File: config.mk
export PLATFORM = sky130hd
export DESIGN_NAME = noaa_sample_feeder_flat
export DESIGN_NICKNAME = d
export VERILOG_FILES = /design/src/rtl/noaa_pkg.sv /design/src/rtl/noaa_sample_feeder_if.sv /design/src/rtl/noaa_fifo_mem.sv /design/src/rtl/noaa_sample_feeder.sv /design/src/flat_wrapper.sv
export SDC_FILE = /design/constraint.sdc
export NUM_CORES = 1
export LEC_CHECK = 0
export BUFFER_PORTS_ARGS = -buffer_cell sky130_fd_sc_hd__buf_2
export CAP_MARGIN = 20
export CORE_UTILIZATION = 30
export DETAILED_ROUTE_END_ITERATION = 8
export SLEW_MARGIN = 0
export SYNTH_ARGS = -nofsm -noshare
export SYNTH_HDL_FRONTEND = slang
export SYNTH_SLANG_ARGS = --single-unit
export TNS_END_PERCENT = 50
File: constraint.sdc
create_clock -name CLK -period 5.5 [get_ports CLK]
set_input_delay 1.375 -clock CLK [delete_from_list [all_inputs] [get_ports CLK]]
set_output_delay 1.375 -clock CLK [all_outputs]
set_load 0.01 [all_outputs]
File: src/rtl/noaa_pkg.sv
// Shared types for the NOAA feeder / NOAA_module integration: reading width and
// the reading+mode record carried through the FIFO.
package noaa_pkg;

  localparam int TN_W = 12;

  typedef struct packed {
    logic            mode;
    logic [TN_W-1:0] tn;
  } noaa_sample_t;

endpackage

File: src/rtl/noaa_sample_feeder_if.sv
// Handshake and status bundle between the mote-side producer, the feeder, and
// NOAA_module; master drives the feeder inputs, slave is the feeder itself.
interface noaa_sample_feeder_if #(
  parameter int DEPTH = 8
);
  import noaa_pkg::*;

  localparam int CW = $clog2(DEPTH) + 1;

  logic            IN_VALID;
  logic            IN_READY;
  logic [TN_W-1:0] IN_TN;
  logic            IN_MODE;
  logic            SAMPLE;
  logic [TN_W-1:0] TN;
  logic            MODE;
  logic            TN_VALID;
  logic [CW-1:0]   COUNT;
  logic            OVERFLOW;
  logic            UNDERRUN;
  logic            CLR_FLAGS;

  modport master (
    output IN_VALID, IN_TN, IN_MODE, SAMPLE, CLR_FLAGS,
    input  IN_READY, TN, MODE, TN_VALID, COUNT, OVERFLOW, UNDERRUN
  );

  modport slave (
    input  IN_VALID, IN_TN, IN_MODE, SAMPLE, CLR_FLAGS,
    output IN_READY, TN, MODE, TN_VALID, COUNT, OVERFLOW, UNDERRUN
  );

endinterface

File: src/rtl/noaa_fifo_mem.sv
// Un-reset sample storage for the feeder FIFO: one synchronous write port and
// one asynchronous read port.
module noaa_fifo_mem
  import noaa_pkg::*;
#(
  parameter int DEPTH = 8,
  localparam int AW = $clog2(DEPTH)
) (
  input  logic         clk,
  input  logic         wr_en,
  input  logic [AW-1:0] wr_addr,
  input  noaa_sample_t wr_data,
  input  logic [AW-1:0] rd_addr,
  output noaa_sample_t rd_data
);

  noaa_sample_t mem [DEPTH];

  always_ff @(posedge clk) begin
    if (wr_en) mem[wr_addr] <= wr_data;
  end

  assign rd_data = mem[rd_addr];

endmodule

File: src/rtl/noaa_sample_feeder.sv
// First-word fall-through FIFO feeding NOAA_module one reading per SAMPLE, with
// a registered head and sticky overflow/underrun flags.
module noaa_sample_feeder
  import noaa_pkg::*;
#(
  parameter int DEPTH = 8
) (
  input  logic                 CLK,
  input  logic                 RESET_N,
  noaa_sample_feeder_if.slave  bus
);

  localparam int AW = $clog2(DEPTH);
  localparam int CW = $clog2(DEPTH) + 1;

  logic [AW-1:0] wr_ptr;
  logic [AW-1:0] rd_ptr;
  logic [AW-1:0] rd_next;
  logic [CW-1:0] count;
  logic [CW-1:0] count_next;
  logic          full;
  logic          push;
  logic          pop;
  logic          tn_valid;
  logic          overflow;
  logic          underrun;
  noaa_sample_t  in_sample;
  noaa_sample_t  mem_rd;
  noaa_sample_t  head;
  noaa_sample_t  head_next;

  assign full      = (count == CW'(DEPTH));
  assign push      = bus.IN_VALID && !full;
  assign pop       = bus.SAMPLE && tn_valid;
  assign rd_next   = pop ? rd_ptr + AW'(1) : rd_ptr;
  assign in_sample = '{mode: bus.IN_MODE, tn: bus.IN_TN};

  noaa_fifo_mem #(.DEPTH(DEPTH)) u_mem (
    .clk     (CLK),
    .wr_en   (push),
    .wr_addr (wr_ptr),
    .wr_data (in_sample),
    .rd_addr (rd_next),
    .rd_data (mem_rd)
  );

  always_comb begin
    count_next = count;
    case ({push, pop})
      2'b10:   count_next = count + CW'(1);
      2'b01:   count_next = count - CW'(1);
      default: count_next = count;
    endcase
  end

  // The next head is being written this very edge when it sits at the write
  // pointer, so bypass the array; otherwise read it ahead at rd_next.
  always_comb begin
    head_next = head;
    if (count_next != '0) begin
      head_next = (push && (rd_next == wr_ptr)) ? in_sample : mem_rd;
    end
  end

  always_ff @(posedge CLK or negedge RESET_N) begin
    if (!RESET_N) begin
      wr_ptr   <= '0;
      rd_ptr   <= '0;
      count    <= '0;
      head     <= '0;
      tn_valid <= 1'b0;
      overflow <= 1'b0;
      underrun <= 1'b0;
    end else begin
      if (push) wr_ptr <= wr_ptr + AW'(1);
      rd_ptr   <= rd_next;
      count    <= count_next;
      head     <= head_next;
      tn_valid <= (count_next != '0);
      if (bus.IN_VALID && full)       overflow <= 1'b1;
      else if (bus.CLR_FLAGS)         overflow <= 1'b0;
      if (bus.SAMPLE && !tn_valid)    underrun <= 1'b1;
      else if (bus.CLR_FLAGS)         underrun <= 1'b0;
    end
  end

  assign bus.IN_READY = !full;
  assign bus.TN       = head.tn;
  assign bus.MODE     = head.mode;
  assign bus.TN_VALID = tn_valid;
  assign bus.COUNT    = count;
  assign bus.OVERFLOW = overflow;
  assign bus.UNDERRUN = underrun;

endmodule

File: src/flat_wrapper.sv
// flat-port wrapper written by rule: the top's interface ports become plain ports
module noaa_sample_feeder_flat import noaa_pkg::*;
#(
  parameter int DEPTH = 8
)
  (CLK, RESET_N, bus_IN_VALID, bus_IN_TN, bus_IN_MODE, bus_SAMPLE, bus_CLR_FLAGS, bus_IN_READY, bus_TN, bus_MODE, bus_TN_VALID, bus_COUNT, bus_OVERFLOW, bus_UNDERRUN);
  noaa_sample_feeder_if #(.DEPTH(DEPTH)) bus_i ();
  input  logic CLK;
  input  logic RESET_N;
  input wire logic [$bits(bus_i.IN_VALID)-1:0] bus_IN_VALID;
  input wire logic [$bits(bus_i.IN_TN)-1:0] bus_IN_TN;
  input wire logic [$bits(bus_i.IN_MODE)-1:0] bus_IN_MODE;
  input wire logic [$bits(bus_i.SAMPLE)-1:0] bus_SAMPLE;
  input wire logic [$bits(bus_i.CLR_FLAGS)-1:0] bus_CLR_FLAGS;
  output wire logic [$bits(bus_i.IN_READY)-1:0] bus_IN_READY;
  output wire logic [$bits(bus_i.TN)-1:0] bus_TN;
  output wire logic [$bits(bus_i.MODE)-1:0] bus_MODE;
  output wire logic [$bits(bus_i.TN_VALID)-1:0] bus_TN_VALID;
  output wire logic [$bits(bus_i.COUNT)-1:0] bus_COUNT;
  output wire logic [$bits(bus_i.OVERFLOW)-1:0] bus_OVERFLOW;
  output wire logic [$bits(bus_i.UNDERRUN)-1:0] bus_UNDERRUN;
  assign bus_i.IN_VALID = bus_IN_VALID;
  assign bus_i.IN_TN = bus_IN_TN;
  assign bus_i.IN_MODE = bus_IN_MODE;
  assign bus_i.SAMPLE = bus_SAMPLE;
  assign bus_i.CLR_FLAGS = bus_CLR_FLAGS;
  assign bus_IN_READY = bus_i.IN_READY;
  assign bus_TN = bus_i.TN;
  assign bus_MODE = bus_i.MODE;
  assign bus_TN_VALID = bus_i.TN_VALID;
  assign bus_COUNT = bus_i.COUNT;
  assign bus_OVERFLOW = bus_i.OVERFLOW;
  assign bus_UNDERRUN = bus_i.UNDERRUN;
  noaa_sample_feeder #(.DEPTH(DEPTH)) u_core (.CLK(CLK), .RESET_N(RESET_N), .bus(bus_i));
endmodule
Word-level counts from Yosys, hierarchy flattened. Memories as Yosys holds them, arrays and structs flattened. A register that Yosys moved wholly into a read port is not among the register bits. Cells that the tools add are included.

Word-level logic and storage cells: 31. ROM bits: 0. Register bits: 13. Memories: 1. Bits in latches: 0. Bits in writable memories: 104.

Memory list: u_core.u_mem.mem (depth 8, bits a word 13, read ports 1, clocked after Yosys merged registers in 1, wr ports 1, RTL line noaa_fifo_mem.sv:17) `noaa_sample_t mem [DEPTH];`.

Divide/modulo/power cells: 0. Shift-type cells: 0. Equality and inequality tests: 3. Reduce and logical (&&, ||, !) cells: 10. Bitwise logic cells: 0. $mul: 0. Order comparisons: 0. Add/subtract/negate cells: 4. Multiplexer cells: 7.

Operators by type and width (count): one-hot mux 4 bit (2 select lines) (1); adder 3 x 1 -> 3 bit, second input constant (2); 2-to-1 mux 1 bit (5); adder 4 x 1 -> 4 bit, second input constant (1); equality test 4 bit, second input constant (1); logical AND 1 bit (4); nonzero test 2 bit (2); nonzero test 4 bit (1); subtractor 4 x 1 -> 4 bit, second input constant (1); zero test 1 bit (3); 2-to-1 mux 3 bit (1); equality test 2 x 1 -> 1 bit, second input constant (1); equality test 2 bit, second input constant (1).

Depth between registers and ports, before layout.
Word-level depth: 6. Mapped depth: 12.

Modules after synthesis. From an unflattened synthesis, not the netlist that was laid out.

Cells, all modules: 267. Area total of the unflattened synthesis: 5431.5 µm².

Modules (own cells, without submodules): noaa_fifo_mem (cells each 163, area each 4055.1 µm², times used 1); noaa_sample_feeder (cells each 104, area each 1376.3 µm², times used 1).

Worst setup path before layout. Ideal clock, no wire load.

Kind: input to register. Start point: input port bus_IN_VALID. End point: register u_core.bus.TN[2] (netlist name). Arrival time: 3.569 ns. Stages: 11. Path buffers: 1. Setup time: 0.138 ns. Slack: 1.793 ns. Data required time: 5.362 ns. Path through: and2_1 inv_1 ha_1 xor2_1 ha_1 a21oi_1 mux2_2 mux2_2 buf_4 a211oi_1 a211oi_2.

Cells in the longest elaborated chain, start to end: 4.

RTL lines: from (decl) (RTL line flat_wrapper.sv:10) `input wire logic [$bits(bus_i.IN_VALID)-1:0] bus_IN_VALID;`; logical AND 1 bit (*) (RTL line noaa_sample_feeder.sv:33) `assign push = bus.IN_VALID && !full;`; equality test 2 x 1 -> 1 bit or equality test 2 bit (tied branches) (RTL line noaa_sample_feeder.sv:49) `case ({push, pop})`; one-hot mux 4 bit (2 select lines) (*) (RTL line noaa_sample_feeder.sv:49); nonzero test 4 bit (*) (RTL line noaa_sample_feeder.sv:60) `if (count_next != '0) begin`.

Mark *: on every way between the ends. The rest lies on a longest branch, timed or not. A chain may end at the register's enable or synchronous reset.

Worst setup path in the final report.
Start point: input port bus_IN_VALID. End point: register u_core.bus.TN[9] (netlist name).

Cells in the longest elaborated chain, start to end: 4.

RTL lines (RTL line): logical AND 1 bit (*) (noaa_sample_feeder.sv:33); equality test 2 x 1 -> 1 bit or equality test 2 bit (tied branches) (noaa_sample_feeder.sv:49); one-hot mux 4 bit (2 select lines) (*) (noaa_sample_feeder.sv:49); nonzero test 4 bit (*) (noaa_sample_feeder.sv:60).

Marks and branches as above.

==> flow_metrics.tcl <==
set metrics [dict create \
    async_flop_share_pct 20.0 \
    die_x_um 141 \
    dp.final_hpwl_um 8690 \
    crit_required_ps 5770 \
    r2r-end "u_core.bus.TN[9]" \
    grt.overflow.total 0 \
    crit_path_end "u_core.bus.TN[9]" \
    rrSetupSlack_ps 1750 \
    syn_inst 461 \
    synth-warning-count 0 \
    synth_edf_count 104 \
    synth_cell_types 51 \
    period_share_pct 68.2 \
    cts.htree.levels 4 \
    final-max-slew-violation-count 0 \
    core_area_um2 18900 \
    r2r_cells 11 \
    start_util_pct 30.8 \
    synth_top_cell_by_area "edfxtp_1" \
    cts-root-buf "clkbuf_16" \
    cts_sinks 130 \
    vias_per_cell 5.23 \
    clk_latency_ps 410 \
    final_nets 515 \
    grt_max_degree 54 \
    dr.pass1.iters 5 \
    finalSetupViolCount 0 \
    synthXorXnorAreaFrac_pct 1.46 \
    cts.repair.resized 0 \
    antenna_found_initial 2 \
    drc 0 \
    hold_buffers 0 \
    cap_violations 0 \
    syn_area_um2 5830 \
    p_leak_nw 2.38 \
    crit_arrival_ps 4020 \
    yosys_register_bits 130 \
    std_cell_rows 50 \
    hold_path.class "reg -> reg" \
    dieArea_um2 20000 \
    reg2reg_from "u_core.bus.COUNT[0]" \
    gp_congestion 0.763 \
    synth_top_family_by_area "compound AO/OA/AOI/OAI gates" \
    clkTransAtPathRegs_ps 60 \
    post_cts_buffers 0 \
    cts_tree "done" \
    synth-seq-area-share_pct 64.8 \
    skew_ps 7.54 \
    power.total_w 0.00401 \
    worstSetupEndpointType "flop" \
    slowest_stage "a21boi_4" \
    fmax_ghz 0.267 \
    syn_to_final_growth_pct 18.4 \
    synth-simple-area-share_pct 11.6 \
    grt_util_all_layers_pct 15.2 \
    crit_fanout 15 \
    final_cell_mix "edfxtp_1 (104), nand3_1 (55), a21oi_1 (54)" \
    hold_viol 0 \
    num_io_pins 39 \
    netlist_top_cells_area "edfxtp_1 (54%), dfrtp_1 (11%), nand3_1 (4.7%)" \
    slowest_delay_ps 500 \
    drive_above_1_share_pct 22.4 \
    syn_avg_cell_area_um2 12.6 \
    synthMuxAreaShare_pct 1.14 \
    outcome "finished, final reports clean" \
    grt_pass1_wl_um 22500 \
    tightest_slew_ps 1110 \
    peakVddDrop_mv 0.238 \
    cp-start-kind "primary input" \
    syn_nets 484 \
    final_antenna_net_count 0 \
    path_depth 11 \
    totalWireLength_um 14400 \
    critPathBufInv 2 \
    dr_total_vias 3999 \
    synth_fa_ha_area_share_pct 1.07 \
    port-buffer-count 38 \
    min_period_ps 3750 \
    post_drt_wl_per_cell_um 18.8 \
    relSlewSlack_pct 26.0 \
    setup_tns_ps 0 \
    synth_top_area_share_pct 53.6 \
    crit_type "in -> reg" \
    startpoint "bus_IN_VALID" \
    final_common_cell "edfxtp_1" \
    clock_path_buffers 2 \
    synth_compound_area_share_pct 16.4 \
    critPathTopFamily "multiplexers" \
    ys.flop_type "edfxtp_1" \
    cts_buffers 17 \
    die_h_um 141 \
    grt_pass1_vias 4008 \
    drt_iter0_drc 349 \
    p_per_area_nw_per_um2 582 \
    crit_chain "buf_2, and2_1, inv_1, ha_1, xor2_1, ha_1, a21oi_1, mux2_2, mux2_2, a21boi_4, a211oi_2" \
    rsz0062_at_grt "no" \
]
## worst register-to-register path: cells and delay by family, from the launching register on
| family | cells | cell delay (ps) |
|---|---|---|
| compound gates | 3 | 770 |
| xor+xnor | 1 | 100 |
| fa+ha+maj | 2 | 440 |
| buf+inv | 1 | 130 |
| flops | 1 | 460 |
| mux | 2 | 810 |
| simple gates | 2 | 880 |
## logic make-up after synthesis
logic type               Yosys count
buffers and inverters             45
adder cells (fa/ha/maj)            5
AO/OA/AOI/OAI                    149
XOR/XNOR                           8
flip-flops                       130
multiplexers                       5
AND/OR/NAND/NOR                  119
## sequential cells by signal, summed over array words and instances (netlist names), 3 cells and up
register          count
u_core.u_mem.mem    104
u_core.bus.TN        12
u_core.bus.COUNT      4
u_core.rd_ptr         3
u_core.wr_ptr         3
## area by class of cell
cell class	instances	area (um2)
clock buffers	20	437
inverters	8	32.5
clock inverters	11	186
repair buffers	49	273
well taps	260	325
flip-flops and latches	130	3770
fillers	1823	12000
multi-input cells	286	1870
diodes	1	2.50
## layer usage
layer | vias up | GRT usage, % | wire length, um | share of wire, %
li1 | 1839 | - | - | -
met2 | 134 | 25.2 | 7190 | 50
met3 | 26 | 3.98 | 731 | 5.1
met1 | 1998 | 18.2 | 6040 | 42
met5 | - | 0 | 14 | 0.097
met4 | 2 | 7.44 | 396 | 2.8
## through the flow
step | cells | hold WS (ps) | setup WS (ps) | utilization (%) | instance area, um2
2_1_floorplan | 461 | 522 | 1790 | - | 5830
3_3_place_gp | 733 | 501 | 1390 | 33.2 | 6270
3_5_place_dp | 733 | 514 | 1350 | 33.2 | 6270
4_1_cts | 764 | 522 | 1740 | 36.5 | 6890
5_1_grt | 764 | 569 | 1500 | 36.5 | 6890
6_report | 765 | 516 | 1750 | 36.5 | 6900
## synth_stat cells, drive strengths merged, types with 8 or more instances
cell,number
a211oi,26
a21oi,54
buf,12
clkbuf,25
dfrtp,26
edfxtp,104
inv,8
nand2,12
nand3,55
nor3,16
nor4,13
o21ai,52
## worst min path at each step
stage                             start                  end  depth (start not counted)
CTS                 u_core.bus.UNDERRUN  u_core.bus.UNDERRUN                          2
floorplan              u_core.wr_ptr[0]     u_core.wr_ptr[0]                          2
global placement    u_core.bus.UNDERRUN  u_core.bus.UNDERRUN                          2
detailed placement  u_core.bus.UNDERRUN  u_core.bus.UNDERRUN                          2
finish              u_core.bus.UNDERRUN  u_core.bus.UNDERRUN                          2
global route        u_core.bus.UNDERRUN  u_core.bus.UNDERRUN                          2
## power by group
part	internal (W)	switching [W]
Combinational	0.000517	0.000898
Clock	0.000797	0.000387
Sequential	0.00128	0.000134
No activity file was read; power rests on OpenSTA's default activity.
